File: src/rtl/mips_defs.sv
// Shared definitions for the pipeline hazard unit: divide FSM states,
// forwarding-select codes and the register-match helper.
package mips_defs;

  typedef enum logic {
    DIV_IDLE = 1'b0,
    DIV_BUSY = 1'b1
  } divState_t;

  localparam logic [1:0] FWD_REG = 2'b00;
  localparam logic [1:0] FWD_WB  = 2'b01;
  localparam logic [1:0] FWD_MEM = 2'b10;

  // $0 is hardwired to zero, so a write to it must never be forwarded.
  function automatic logic regHit(input logic regwrite, input logic [4:0] dst,
                                  input logic [4:0] src);
    return regwrite & (dst != 5'd0) & (dst == src);
  endfunction

endpackage

File: src/rtl/hazard_unit_if.sv
// Pipeline-to-hazard-unit signal bundle; the pipeline is the master,
// the hazard unit the slave.
interface hazard_unit_if;
  logic [4:0] rsD, rtD;
  logic [4:0] rsE, rtE, writeregE;
  logic [4:0] writeregM, writeregW;
  logic       regwriteE, regwriteM, regwriteW;
  logic       memtoregE, memtoregM, branchD;
  logic       divE, divreadyE;

  logic       divstartE;
  logic       stallF, stallD, stallE;
  logic       flushE;
  logic       forwardaD, forwardbD;
  logic [1:0] forwardaE, forwardbE;

  modport master (
    output rsD, rtD, rsE, rtE, writeregE, writeregM, writeregW,
           regwriteE, regwriteM, regwriteW, memtoregE, memtoregM, branchD,
           divE, divreadyE,
    input  divstartE, stallF, stallD, stallE, flushE,
           forwardaD, forwardbD, forwardaE, forwardbE
  );

  modport slave (
    input  rsD, rtD, rsE, rtE, writeregE, writeregM, writeregW,
           regwriteE, regwriteM, regwriteW, memtoregE, memtoregM, branchD,
           divE, divreadyE,
    output divstartE, stallF, stallD, stallE, flushE,
           forwardaD, forwardbD, forwardaE, forwardbE
  );
endinterface

File: src/rtl/fwd_sel.sv
// ALU operand bypass select for one execute-stage source register;
// a mem-stage producer is younger than writeback, so it wins.
module fwd_sel
  import mips_defs::*;
(
  input  logic [4:0] srcE,
  input  logic       regwriteM,
  input  logic [4:0] writeregM,
  input  logic       regwriteW,
  input  logic [4:0] writeregW,
  output logic [1:0] fwdSel
);

  always_comb begin
    fwdSel = FWD_REG;
    if (regHit(regwriteM, writeregM, srcE))
      fwdSel = FWD_MEM;
    else if (regHit(regwriteW, writeregW, srcE))
      fwdSel = FWD_WB;
  end

endmodule

File: src/rtl/hazard_unit.sv
// Pipeline hazard unit: operand forwarding, load-use/branch stalls and the
// multi-cycle divide handshake.
//   state    | meaning
//   DIV_IDLE | no divide outstanding; divE launches one
//   DIV_BUSY | divider running, pipeline held until divreadyE
module hazard_unit
  import mips_defs::*;
(
  input logic         clk,
  input logic         rst,
  hazard_unit_if.slave hz
);

  divState_t state, stateNext;
  logic      lwstall, branchstall, divstall, divStart;

  fwd_sel uFwdA (
    .srcE(hz.rsE), .regwriteM(hz.regwriteM), .writeregM(hz.writeregM),
    .regwriteW(hz.regwriteW), .writeregW(hz.writeregW), .fwdSel(hz.forwardaE)
  );

  fwd_sel uFwdB (
    .srcE(hz.rtE), .regwriteM(hz.regwriteM), .writeregM(hz.writeregM),
    .regwriteW(hz.regwriteW), .writeregW(hz.writeregW), .fwdSel(hz.forwardbE)
  );

  assign hz.forwardaD = regHit(hz.regwriteM, hz.writeregM, hz.rsD);
  assign hz.forwardbD = regHit(hz.regwriteM, hz.writeregM, hz.rtD);

  assign lwstall = hz.memtoregE & ((hz.rtE == hz.rsD) | (hz.rtE == hz.rtD));

  assign branchstall = hz.branchD &
    ((hz.regwriteE & ((hz.writeregE == hz.rsD) | (hz.writeregE == hz.rtD))) |
     (hz.memtoregM & ((hz.writeregM == hz.rsD) | (hz.writeregM == hz.rtD))));

  always_ff @(posedge clk or negedge rst) begin
    if (!rst) state <= DIV_IDLE;
    else      state <= stateNext;
  end

  always_comb begin
    stateNext = state;
    divStart  = 1'b0;
    divstall  = 1'b0;
    case (state)
      DIV_IDLE: begin
        if (hz.divE) begin
          divStart  = 1'b1;
          divstall  = 1'b1;
          stateNext = DIV_BUSY;
        end
      end
      DIV_BUSY: begin
        if (hz.divreadyE) stateNext = DIV_IDLE;
        else              divstall  = 1'b1;
      end
    endcase
    // Outputs are quiet for the whole reset window, not just after the edge.
    if (!rst) begin
      divStart = 1'b0;
      divstall = 1'b0;
    end
  end

  assign hz.divstartE = divStart;
  assign hz.stallF    = lwstall | branchstall | divstall;
  assign hz.stallD    = lwstall | branchstall | divstall;
  assign hz.stallE    = divstall;
  assign hz.flushE    = (lwstall | branchstall) & ~divstall;

endmodule

File: src/flat_wrapper.sv
// flat-port wrapper written by rule: the top's interface ports become plain ports
module hazard_unit_flat import mips_defs::*;
  (clk, rst, hz_rsD, hz_rtD, hz_rsE, hz_rtE, hz_writeregE, hz_writeregM, hz_writeregW, hz_regwriteE, hz_regwriteM, hz_regwriteW, hz_memtoregE, hz_memtoregM, hz_branchD, hz_divE, hz_divreadyE, hz_divstartE, hz_stallF, hz_stallD, hz_stallE, hz_flushE, hz_forwardaD, hz_forwardbD, hz_forwardaE, hz_forwardbE);
  hazard_unit_if hz_i ();
  input logic clk;
  input logic rst;
  input wire logic [$bits(hz_i.rsD)-1:0] hz_rsD;
  input wire logic [$bits(hz_i.rtD)-1:0] hz_rtD;
  input wire logic [$bits(hz_i.rsE)-1:0] hz_rsE;
  input wire logic [$bits(hz_i.rtE)-1:0] hz_rtE;
  input wire logic [$bits(hz_i.writeregE)-1:0] hz_writeregE;
  input wire logic [$bits(hz_i.writeregM)-1:0] hz_writeregM;
  input wire logic [$bits(hz_i.writeregW)-1:0] hz_writeregW;
  input wire logic [$bits(hz_i.regwriteE)-1:0] hz_regwriteE;
  input wire logic [$bits(hz_i.regwriteM)-1:0] hz_regwriteM;
  input wire logic [$bits(hz_i.regwriteW)-1:0] hz_regwriteW;
  input wire logic [$bits(hz_i.memtoregE)-1:0] hz_memtoregE;
  input wire logic [$bits(hz_i.memtoregM)-1:0] hz_memtoregM;
  input wire logic [$bits(hz_i.branchD)-1:0] hz_branchD;
  input wire logic [$bits(hz_i.divE)-1:0] hz_divE;
  input wire logic [$bits(hz_i.divreadyE)-1:0] hz_divreadyE;
  output wire logic [$bits(hz_i.divstartE)-1:0] hz_divstartE;
  output wire logic [$bits(hz_i.stallF)-1:0] hz_stallF;
  output wire logic [$bits(hz_i.stallD)-1:0] hz_stallD;
  output wire logic [$bits(hz_i.stallE)-1:0] hz_stallE;
  output wire logic [$bits(hz_i.flushE)-1:0] hz_flushE;
  output wire logic [$bits(hz_i.forwardaD)-1:0] hz_forwardaD;
  output wire logic [$bits(hz_i.forwardbD)-1:0] hz_forwardbD;
  output wire logic [$bits(hz_i.forwardaE)-1:0] hz_forwardaE;
  output wire logic [$bits(hz_i.forwardbE)-1:0] hz_forwardbE;
  assign hz_i.rsD = hz_rsD;
  assign hz_i.rtD = hz_rtD;
  assign hz_i.rsE = hz_rsE;
  assign hz_i.rtE = hz_rtE;
  assign hz_i.writeregE = hz_writeregE;
  assign hz_i.writeregM = hz_writeregM;
  assign hz_i.writeregW = hz_writeregW;
  assign hz_i.regwriteE = hz_regwriteE;
  assign hz_i.regwriteM = hz_regwriteM;
  assign hz_i.regwriteW = hz_regwriteW;
  assign hz_i.memtoregE = hz_memtoregE;
  assign hz_i.memtoregM = hz_memtoregM;
  assign hz_i.branchD = hz_branchD;
  assign hz_i.divE = hz_divE;
  assign hz_i.divreadyE = hz_divreadyE;
  assign hz_divstartE = hz_i.divstartE;
  assign hz_stallF = hz_i.stallF;
  assign hz_stallD = hz_i.stallD;
  assign hz_stallE = hz_i.stallE;
  assign hz_flushE = hz_i.flushE;
  assign hz_forwardaD = hz_i.forwardaD;
  assign hz_forwardbD = hz_i.forwardbD;
  assign hz_forwardaE = hz_i.forwardaE;
  assign hz_forwardbE = hz_i.forwardbE;
  hazard_unit u_core (.clk(clk), .rst(rst), .hz(hz_i));
endmodule
File: config.mk
export PLATFORM = sky130hd
export DESIGN_NAME = hazard_unit_flat
export DESIGN_NICKNAME = d
export VERILOG_FILES = /design/src/rtl/mips_defs.sv /design/src/rtl/hazard_unit_if.sv /design/src/rtl/fwd_sel.sv /design/src/rtl/hazard_unit.sv /design/src/flat_wrapper.sv
export SDC_FILE = /design/constraint.sdc
export NUM_CORES = 1
export LEC_CHECK = 0
export ABC_AREA = 0
export CORE_AREA = 2 2 49 51
export DETAILED_ROUTE_END_ITERATION = 8
export DIE_AREA = 0 0 51 53
export PLACE_DENSITY = 0.88
export SLEW_MARGIN = 20
export SYNTH_ARGS = -nofsm -noshare
export SYNTH_HDL_FRONTEND = slang
export SYNTH_SLANG_ARGS = --single-unit
File: constraint.sdc
create_clock -name clk -period 6 [get_ports clk]
set_clock_uncertainty 0.1 [all_clocks]
set_input_delay 1.2 -clock clk [delete_from_list [all_inputs] [get_ports clk]]
set_output_delay 1.2 -clock clk [all_outputs]
set_load 0.05 [all_outputs]
# [Yosys cells after proc, flatten, opt, wreduce, memory -nomap -nowiden]
# Index checks and enable logic that the tools add are counted.
[op_classes] eq_ne=10 n_bitwise=21 n_reduce_logical=2 muxes=10
[ops] operator="$eq A5 B5 Y1" count=10
[ops] operator="$and A1 B1 Y1" count=13
[ops] operator="$reduce_bool A5 Y1" count=2
[ops] operator="$mux W1" count=7
[ops] operator="$or A1 B1 Y1" count=6
[ops] operator="$mux W2" count=2
[ops] operator="$not A1 Y1" count=2
[ops] operator="$pmux W1 S2" count=1
[totals] in_bits=45 regBits=1 output_inout_bits=11 word_cells=44

# [Depth between registers and ports, before layout]
# Gate-level depths: netlist (run 1).
[depth] ltp_word=7 mapped_depth=7 mapped_depth_nobuf=5

# [By module]
# A second synthesis (run 1) with hierarchy kept.
[hier_totals] cells_unflattened=99 hier_area_um2=793.3
[modules_own_cells] mod="hazard_unit" area_each_um2=490.5 cells_per_inst=59 seq_area_each_um2=25.0 n_inst=1
[modules_own_cells] mod="fwd_sel" area_each_um2=151.4 cells_per_inst=20 seq_area_each_um2=0.0 n_inst=2

# [Worst setup path after synthesis (run 1)]
# Ideal clock, no wire load.
[synth_path] path_kind="input to output" start="in hz_writeregM[4]" end="out hz_forwardaE[0]" stages=5 t_required_ns=4.700 slack_ns=0.680 t_arrival_ns=4.020 path_buffers=1 cell_sequence="clkbuf_1 or4_4 o21ai_4 nor4_1 nor3_1"
[synth_via] elab_chain_len=4 elab_cells_between_ends=5 cone_classes="1 x eq/ne; 1 x mux; 2 x bitwise; 1 x reduce/logical"
[synth_lines] element="start: declaration" line="flat_wrapper.sv:12" text="input wire logic [$bits(hz_i.writeregM)-1:0] hz_writeregM;"
[synth_lines] element="$reduce_bool A5 Y1" line="mips_defs.sv:17" text="return regwrite & (dst != 5'd0) & (dst == src);"
[synth_lines] element="$and A1 B1 Y1" line="mips_defs.sv:17"
[synth_lines] element="$and A1 B1 Y1 *" line="mips_defs.sv:17"
[synth_lines] element="$mux W2 *" line="fwd_sel.sv:16" text="if (regHit(regwriteM, writeregM, srcE))"
[synth_lines] element="end: declaration" line="flat_wrapper.sv:29" text="output wire logic [$bits(hz_i.forwardaE)-1:0] hz_forwardaE;"
# Mark *: on every way between the ends. The rest lies on a longest branch, timed or not.

# [Worst setup path in the final report (run 1)]
[layout_path] start="in hz_writeregM[1]" end="out hz_forwardbE[0]"
[layout_via] elab_chain_len=4 elab_cells_between_ends=5 cone_classes="1 x eq/ne; 1 x mux; 2 x bitwise; 1 x reduce/logical"
[layout_lines] element="$reduce_bool A5 Y1" line="mips_defs.sv:17"
[layout_lines] element="$and A1 B1 Y1" line="mips_defs.sv:17"
[layout_lines] element="$and A1 B1 Y1 *" line="mips_defs.sv:17"
[layout_lines] element="$mux W2 *" line="fwd_sel.sv:16"
[layout_lines] element="end: declaration" line="flat_wrapper.sv:30" text="output wire logic [$bits(hz_i.forwardbE)-1:0] hz_forwardbE;"
# Marked as above.

==> flow_metrics.env, run 1 <==
export IMPL_min_path_type="reg -> reg"
export IMPL_synth_flop_cell="dfrtp_1"
export IMPL_rows=17
export IMPL_reg2reg_to="u_core.state"
export IMPL_seqCellArea_um2=25.02
export IMPL_path_clk_slew_ns=0
export IMPL_largest_reg_flops=1
export IMPL_swShare_pct=46.18
export IMPL_numPortBuffers=55
export IMPL_io_pins=56
export IMPL_via_per_inst=5.172
export IMPL_cp_slowest_cell="clkdlybuf4s50_1"
export IMPL_min_delay_start="u_core.state"
export IMPL_fin_crit_sh_pct=83.69
export IMPL_worst_pin_slew_ns=0.5162
export IMPL_fp_dieW_um=51
export IMPL_ys_seq_area_share_pct=3.396
export IMPL_antenna_cells=0
export IMPL_track_usage_pct=18.94
export IMPL_async_flop_share_pct=100.0
export IMPL_grt_overflow_total=0
export IMPL_wl_mm=2.418
export IMPL_synth_enable_flop_cells=0
export IMPL_r2r_start="u_core.state"
export IMPL_ctsHoldBuffers=0
export IMPL_pwr_share_seq_pct=7.6
export IMPL_syn_area_um2=737.0
export IMPL_die_area_um2=2703
export IMPL_status="completed"
export IMPL_critPathRequiredTime_ns=4.70
export IMPL_top_regs="u_core.state: 1 flops"
export IMPL_post_cts_buffers=0
export IMPL_placed_cells=169
export IMPL_critical_path_class="in -> out"
export IMPL_rsz0062_at_grt="no"
export IMPL_ys_ff_latch=1
export IMPL_nFillCells=187
export IMPL_hold_viol=0
export IMPL_drt_iter0_drc=11
export IMPL_largest_register="u_core.state"
export IMPL_synthCells=92
export IMPL_period_minus_slack_ns=5.021
export IMPL_insertion_delay_ns=0
export IMPL_multi_input_area_um2=674.4
export IMPL_drive_gt1_share_pct=2.837
export IMPL_maxCapViolations=0
export IMPL_die_y_um=53
export IMPL_final_max_slew_violation_count=0
export IMPL_wl_per_cell_um=14.31
export IMPL_max_stage_delay_ns=0.84
export IMPL_drt_pass1_iter_count=4
export IMPL_p_leak_nw=0.4397
export IMPL_cp_max_fo=5
export IMPL_ir_worst_vdd_mv=0.05056
export IMPL_crit_start="hz_writeregM[1]"
export IMPL_worstPathCellList="clkdlybuf4s50_1, or4_4, o21ai_4, nor4_2, nor4_2, clkdlybuf4s50_1"
export IMPL_power_density_nw_per_um2=88.15
export IMPL_area_growth_pct=74.36
export IMPL_layout_nets=188
export IMPL_grt_max_degree=6
export IMPL_grt_pass1_wl_mm=4.002
export IMPL_setup_tns_final_ns=0
export IMPL_setup_viol_count_final=0
export IMPL_critPathLaunchType="input pin"
export IMPL_whs_path_depth=1
export IMPL_num_vias=874
export IMPL_switching_power_uw=52.31
export IMPL_end_kind="output pin"
export IMPL_coreArea_um2=2148
export IMPL_grt_pass1_vias=905
export IMPL_antenna_found_initial=0
export IMPL_antenna_left=0
export IMPL_intPower_uw=60.97
export IMPL_synth_fp_nets=137
export IMPL_place_gp_congestion=0.8329
export IMPL_start_util_pct=34.30
export IMPL_rrSetupSlack_ns=5.26
export IMPL_total_power_uw=113.3
export IMPL_p_comb_share_pct=92.4
export IMPL_yosysUniqueCellTypes=24
export IMPL_ys_warnings_count=0
export IMPL_stdcell_count=169
export IMPL_fmax_ghz=0.1992
export IMPL_relSlewSlack_pct=65.48
export IMPL_arrival_ns=3.72
export IMPL_reg2regPathDepth=2
export IMPL_clock_power_share_pct=0
export IMPL_cts_resized=0
export IMPL_hold_end="u_core.state"
export IMPL_remaining_drc_errors=0
export IMPL_syn_area_per_cell_um2=8.010
[through the flow]
step	instance area [µm²]	hold WS, ns	setup WS, ns	util (%)
2_1_floorplan	737.0	0.3466	0.6796	-
3_3_place_gp	1285	0.3651	1.035	59.81
3_5_place_dp	1285	0.3886	0.9434	59.81
4_1_cts	1285	0.3873	0.9475	59.81
5_1_grt	1285	0.4287	0.8333	59.81
6_report	1285	0.3820	0.9787	59.81
[power by group through the flow]
stage	registers [mW]	logic [mW]	clock network [mW]
floorplan	0.00838	0.0548	0
global placement	0.00850	0.102	0
detailed placement	0.00857	0.104	0
CTS	0.00862	0.105	0
global route	0.00881	0.112	0
finish	0.00859	0.105	0
[cell families (layout without fill, tap and decap cells)]
kind of cell | Yosys count | in the layout | synth area share [%]
compound gates | 5 | 5 | 5.264
simple gates | 30 | 30 | 26.82
xor+xnor | 50 | 50 | 59.42
flops | 1 | 1 | 3.395
buf+inv | 6 | 55 | 5.093
[worst max path at each step]
| stage | to | slack, ns | cells after the start |
|---|---|---|---|
| after floorplan | hz_forwardaE[0] | 0.68 | 5 |
| after global placement | hz_forwardbE[0] | 1.03 | 6 |
| after detailed placement | hz_forwardbE[0] | 0.94 | 6 |
| after CTS | hz_forwardbE[0] | 0.95 | 6 |
| after global routing | hz_forwardbE[0] | 0.83 | 6 |
| final | hz_forwardbE[0] | 0.98 | 6 |
[cell usage after synthesis (all sizes together), types with 2 or more instances]
cell | number | area share, %
xor2 | 32 | 38
xnor2 | 18 | 21
o21ai | 2 | 2.9
nor4 | 9 | 9.3
nand4 | 2 | 1.7
or4 | 3 | 3.6
buf | 4 | 3.9
nor3 | 4 | 2.7
a21oi | 2 | 1.4
nand3 | 7 | 4.8
clkbuf | 2 | 1.2
[placed cells by master (no fill, tap or decap)]
cell type and instances:
nor3_1 4, nand3_1 7, dfrtp_1 1, and2_1 1, and4_1 1, o21ai_4 1
or4_4 1, a21oi_1 2, and3b_1 1, xnor2_1 18, nor4_1 7, clkdlybuf4s50_1 55
xor2_1 32, or4_1 2, nor2_1 1, o211ai_1 1, o21ai_0 1, nand4_1 2
nand3b_1 1, nor4_2 2
[critical path: cells and delay by family]
family	cells	cell delay [ns]
buffers and inverters	2	1.38
AND/OR/NAND/NOR	3	0.95
AO/OA/AOI/OAI	1	0.18
[metal layers]
metal  GRT usage, %  share of wire, %  vias to the layer above  wire length [µm]
li1               -                 -                      418                 -
met1          21.89                38                      409               928
met2          36.36                52                       43              1266
met3          2.542               7.6                        4               183
met4          4.505               1.7                        0                40
met5              0                 0                        -                 0
[final cells by class]
class / count / area share, %
well taps: 28 / 2.726
flip-flops and latches: 1 / 1.947
multi-input cells: 85 / 52.48
repair buffers: 55 / 42.84
Power figures use the tool's default switching activity.
==> run 2: changes to the inputs <==
- CORE_AREA: 2 2 49 51 -> 2 2 50 52
- DIE_AREA: 0 0 51 53 -> 0 0 52 54
- PLACE_DENSITY: 0.88 -> 0.85
- clock period: 6 -> 4.94 ns (I/O delays scaled with it)
==> run 2 against run 1 <==
Routed wire length is 1.9% lower. Sequential share of layout area hardly changed. Setup slack worse by 0.45 ns. Worst hold slack worse by 0.0060 ns. Combinational power is 21% higher. First-iteration DRC count is 9.1% lower. Via count is 4.9% lower. Die area is 3.9% higher. Utilization is 4.5 points lower. Sequential power is 21% higher. Critical endpoint is now hz_flushE.
==> flow_metrics.env, run 2 (synthesized netlist as in run 1, its figures left out) <==
export IMPL_ir_worst_vdd_mv=0.07638
export IMPL_fin_crit_sh_pct=89.39
export IMPL_coreArea_um2=2320
export IMPL_die_area_um2=2808
export IMPL_critPathRequiredTime_ns=3.85
export IMPL_place_gp_congestion=0.8089
export IMPL_fp_dieW_um=52
export IMPL_layout_nets=188
export IMPL_arrival_ns=3.33
export IMPL_io_pins=56
export IMPL_grt_pass1_vias=812
export IMPL_rrSetupSlack_ns=4.20
export IMPL_worstPathCellList="clkdlybuf4s50_1, xor2_1, nor4_1, nand3_1, and4_1, a21oi_1, clkdlybuf4s50_1"
export IMPL_final_area_um2=1282
export IMPL_numPortBuffers=55
export IMPL_area_growth_pct=74.02
export IMPL_remaining_drc_errors=0
export IMPL_final_common_cell="clkdlybuf4s50_1"
export IMPL_ctsHoldBuffers=0
export IMPL_track_usage_pct=16.38
export IMPL_total_power_uw=137.1
export IMPL_die_y_um=54
export IMPL_grt_overflow_total=0
export IMPL_power_density_nw_per_um2=106.9
export IMPL_period_minus_slack_ns=4.416
export IMPL_hold_viol=0
export IMPL_wl_mm=2.372
export IMPL_rsz0062_at_grt="no"
export IMPL_antenna_found_initial=0
export IMPL_grt_pass1_wl_mm=3.512
export IMPL_critPathLaunchType="input pin"
export IMPL_antenna_cells=0
export IMPL_place_area_um2=1282
export IMPL_rows=18
export IMPL_status="completed"
export IMPL_fmax_ghz=0.2265
export IMPL_crit_top_cell="clkdlybuf4s50_1"
export IMPL_maxCapViolations=0
export IMPL_drt_iter0_drc=10
export IMPL_top_regs="u_core.state: 1 flops"
export IMPL_start_util_pct=31.77
export IMPL_drive_gt1_share_pct=4.255
export IMPL_end_kind="output pin"
export IMPL_final_max_slew_violation_count=0
export IMPL_max_stage_delay_ns=0.81
export IMPL_relSlewSlack_pct=66.36
export IMPL_cp_max_fo=4
export IMPL_via_per_inst=4.860
export IMPL_min_path_type="reg -> reg"
export IMPL_grt_max_degree=6
export IMPL_antenna_left=0
export IMPL_wl_per_cell_um=13.87
export IMPL_critical_path_class="in -> out"
export IMPL_largest_register="u_core.state"
export IMPL_post_route_util_pct=55.29
export IMPL_p_leak_nw=0.4438
export IMPL_path_clk_slew_ns=0
export IMPL_post_cts_buffers=0
export IMPL_cp_slowest_cell="clkdlybuf4s50_1"
export IMPL_num_vias=831
export IMPL_mostFrequentLayoutCells="clkdlybuf4s50_1, xor2_1, xnor2_1"
export IMPL_worst_pin_slew_ns=0.5030
export IMPL_setup_tns_final_ns=0
export IMPL_drt_pass1_iter_count=4
export IMPL_setup_viol_count_final=0
export IMPL_insertion_delay_ns=0
export IMPL_cts_resized=0
export IMPL_largest_reg_flops=1
export IMPL_place_hpwl_mm=2.071
-- run 2: critical path: cells and delay by family --
kind | cells | cell delay (ns)
xor gates and xnor gates | 1 | 0.22
and+or+nand+nor | 3 | 0.65
buffers and inverters | 2 | 1.34
AOI/OAI and AO/OA | 1 | 0.12
-- run 2: worst paths after layout --
kind,startpoint,endpoint,cells past startpoint
min,u_core.state,u_core.state,1
min reg2reg,u_core.state,u_core.state,1
max in group asynchronous,rst,u_core.state,1
max reg2reg,u_core.state,u_core.state,2
min in group asynchronous,rst,u_core.state,1
max,hz_rtE[3],hz_flushE,7
-- run 2: area by class of cell --
class,count,area (µm²)
timing repair buffer,55,545.5
sequential,1,25.02
multi-input combinational,85,674.4
fill,208,1037
tap,30,37.54
-- run 2: where the power goes --
group          internal, mW  total (mW)  switching, mW
Sequential          0.00957      0.0104       0.000809
Clock                     0           0              0
Combinational        0.0643       0.127         0.0624
Total                0.0739       0.137         0.0632
-- run 2: per-stage QoR --
step	setup slack, ns	cells	hold WS, ns
after floorplan	0.04360	92	0.3466
after global routing	0.3525	171	0.4066
after global placement	0.5580	171	0.3600
final	0.5240	171	0.3760
after CTS	0.5335	171	0.3768
after detailed placement	0.5396	171	0.3768
-- run 2: metal layers --
metal	vias to the layer above	track usage [%]	share of wire (%)
met1	367	18.30	40
met3	2	1.667	9.5
met4	0	2.632	0.89
li1	420	-	-
met5	-	0	0
met2	42	33.33	49
==> run 3: changes to the inputs <==
- CORE_AREA: 2 2 50 52 -> 2 2 53 55
- DIE_AREA: 0 0 52 54 -> 0 0 55 57
- PLACE_DENSITY: 0.85 -> 0.8
- clock period: 4.94 -> 3.95 ns (I/O delays scaled with it)
==> run 3 against run 2 <==
First-iteration DRC count fell by 40%. Combinational power rose by 35%. Cell count rose by 1.8%. Sequential share of layout area fell by 0.098 points. Routed wire length rose by 2.7%. Worst hold slack got worse by 0.0029 ns. Utilization fell by 3.7 points. Critical path type unchanged.
==> flow_metrics.env, run 3 (synthesized netlist as in run 1, its figures left out) <==
export IMPL_final_common_cell="clkdlybuf4s50_1"
export IMPL_relSlewSlack_pct=67.09
export IMPL_cts_resized=0
export IMPL_track_usage_pct=16.05
export IMPL_fin_crit_sh_pct=91.02
export IMPL_die_y_um=57
export IMPL_largest_register="u_core.state"
export IMPL_antenna_left=0
export IMPL_num_vias=841
export IMPL_place_area_um2=1350
export IMPL_die_area_um2=3135
export IMPL_coreArea_um2=2615
export IMPL_grt_pass1_wl_mm=3.912
export IMPL_rows=19
export IMPL_wl_mm=2.435
export IMPL_via_per_inst=4.833
export IMPL_drive_gt1_share_pct=11.19
export IMPL_maxCapViolations=0
export IMPL_cp_slowest_cell="or4_4"
export IMPL_path_clk_slew_ns=0
export IMPL_mostFrequentLayoutCells="clkdlybuf4s50_1, xor2_1, xnor2_1"
export IMPL_rsz0062_at_grt="no"
export IMPL_end_kind="output pin"
export IMPL_start_util_pct=28.18
export IMPL_crit_top_cell="nor4_2"
export IMPL_preCtsSetupSlack_ns=0.3257
export IMPL_cp_max_fo=5
export IMPL_hold_viol=0
export IMPL_setup_tns_final_ns=0
export IMPL_final_area_um2=1350
export IMPL_fp_dieW_um=55
export IMPL_insertion_delay_ns=0
export IMPL_largest_reg_flops=1
export IMPL_place_gp_congestion=0.8257
export IMPL_final_max_slew_violation_count=0
export IMPL_antenna_cells=0
export IMPL_worst_pin_slew_ns=0.4921
export IMPL_layout_nets=190
export IMPL_place_hpwl_mm=2.224
export IMPL_setup_viol_count_final=0
export IMPL_max_stage_delay_ns=0.55
export IMPL_status="completed"
export IMPL_grt_pass1_vias=854
export IMPL_power_density_nw_per_um2=136.5
export IMPL_critPathRequiredTime_ns=3.06
export IMPL_worstPathCellList="clkdlybuf4s50_1, or4_4, o21ai_4, nor4_2, nor4_2, buf_12"
export IMPL_p_leak_nw=0.4825
export IMPL_fmax_ghz=0.2781
export IMPL_period_minus_slack_ns=3.595
export IMPL_numPortBuffers=55
export IMPL_io_pins=56
export IMPL_grt_max_degree=6
export IMPL_remaining_drc_errors=0
export IMPL_area_growth_pct=83.19
export IMPL_post_cts_buffers=0
export IMPL_min_path_type="reg -> reg"
export IMPL_post_route_util_pct=51.63
export IMPL_critical_path_class="in -> out"
export IMPL_critPathLaunchType="input pin"
export IMPL_antenna_found_initial=0
export IMPL_wl_per_cell_um=13.99
export IMPL_ctsHoldBuffers=0
export IMPL_drt_pass1_iter_count=2
export IMPL_drt_iter0_drc=6
export IMPL_grt_overflow_total=0
export IMPL_ir_worst_vdd_mv=0.09032
export IMPL_postLayoutSetupSlackWorst_ns=0.3548
export IMPL_top_regs="u_core.state: 1 flops"
export IMPL_arrival_ns=2.71
## run 3: worst paths after layout
path                                      start               to  slack (ns)  cells past startpoint
max in group asynchronous                   rst     u_core.state        2.76                      1
worst max register to register     u_core.state     u_core.state        3.21                      2
min in group asynchronous                   rst     u_core.state        0.86                      1
worst max-delay path            hz_writeregM[3]  hz_forwardbE[0]        0.35                      6
worst min register to register     u_core.state     u_core.state        0.37                      1
worst min-delay path               u_core.state     u_core.state        0.37                      1
## run 3: final cells by class
type                            count  area (µm²)
Fill cell                         269        1265
Multi-Input combinational cell     85       680.7
Sequential cell                     1       25.02
Tap cell                           31       38.79
Timing Repair Buffer               57       605.6
## run 3: critical path: cells and delay by family
family	cells	cell delay, ns
buffers and inverters	2	0.72
AND/OR/NAND/NOR	3	1.01
AO/OA/AOI/OAI	1	0.19
## run 3: stage by stage
stage	hold slack (ns)	std cells	total power, mW
2_1_floorplan	0.3466	92	0.09670
3_3_place_gp	0.3586	174	0.1807
3_5_place_dp	0.3741	174	0.1842
4_1_cts	0.3741	174	0.1850
5_1_grt	0.3914	174	0.1953
6_report	0.3731	174	0.1843
## run 3: report_power, final
group	switching (mW)	internal, mW
clock network	0	0
logic	0.0816	0.0898
registers	0.000939	0.0120
total	0.0826	0.102
## run 3: per-layer routing
layer  GRT usage [%]  wire length (µm)  vias to the layer above
li1                -                 -                      425
met1           21.10              1002                      398
met2           30.44              1343                       18
met3               0                89                        0
met4               0                 0                        0
met5               0                 0                        -
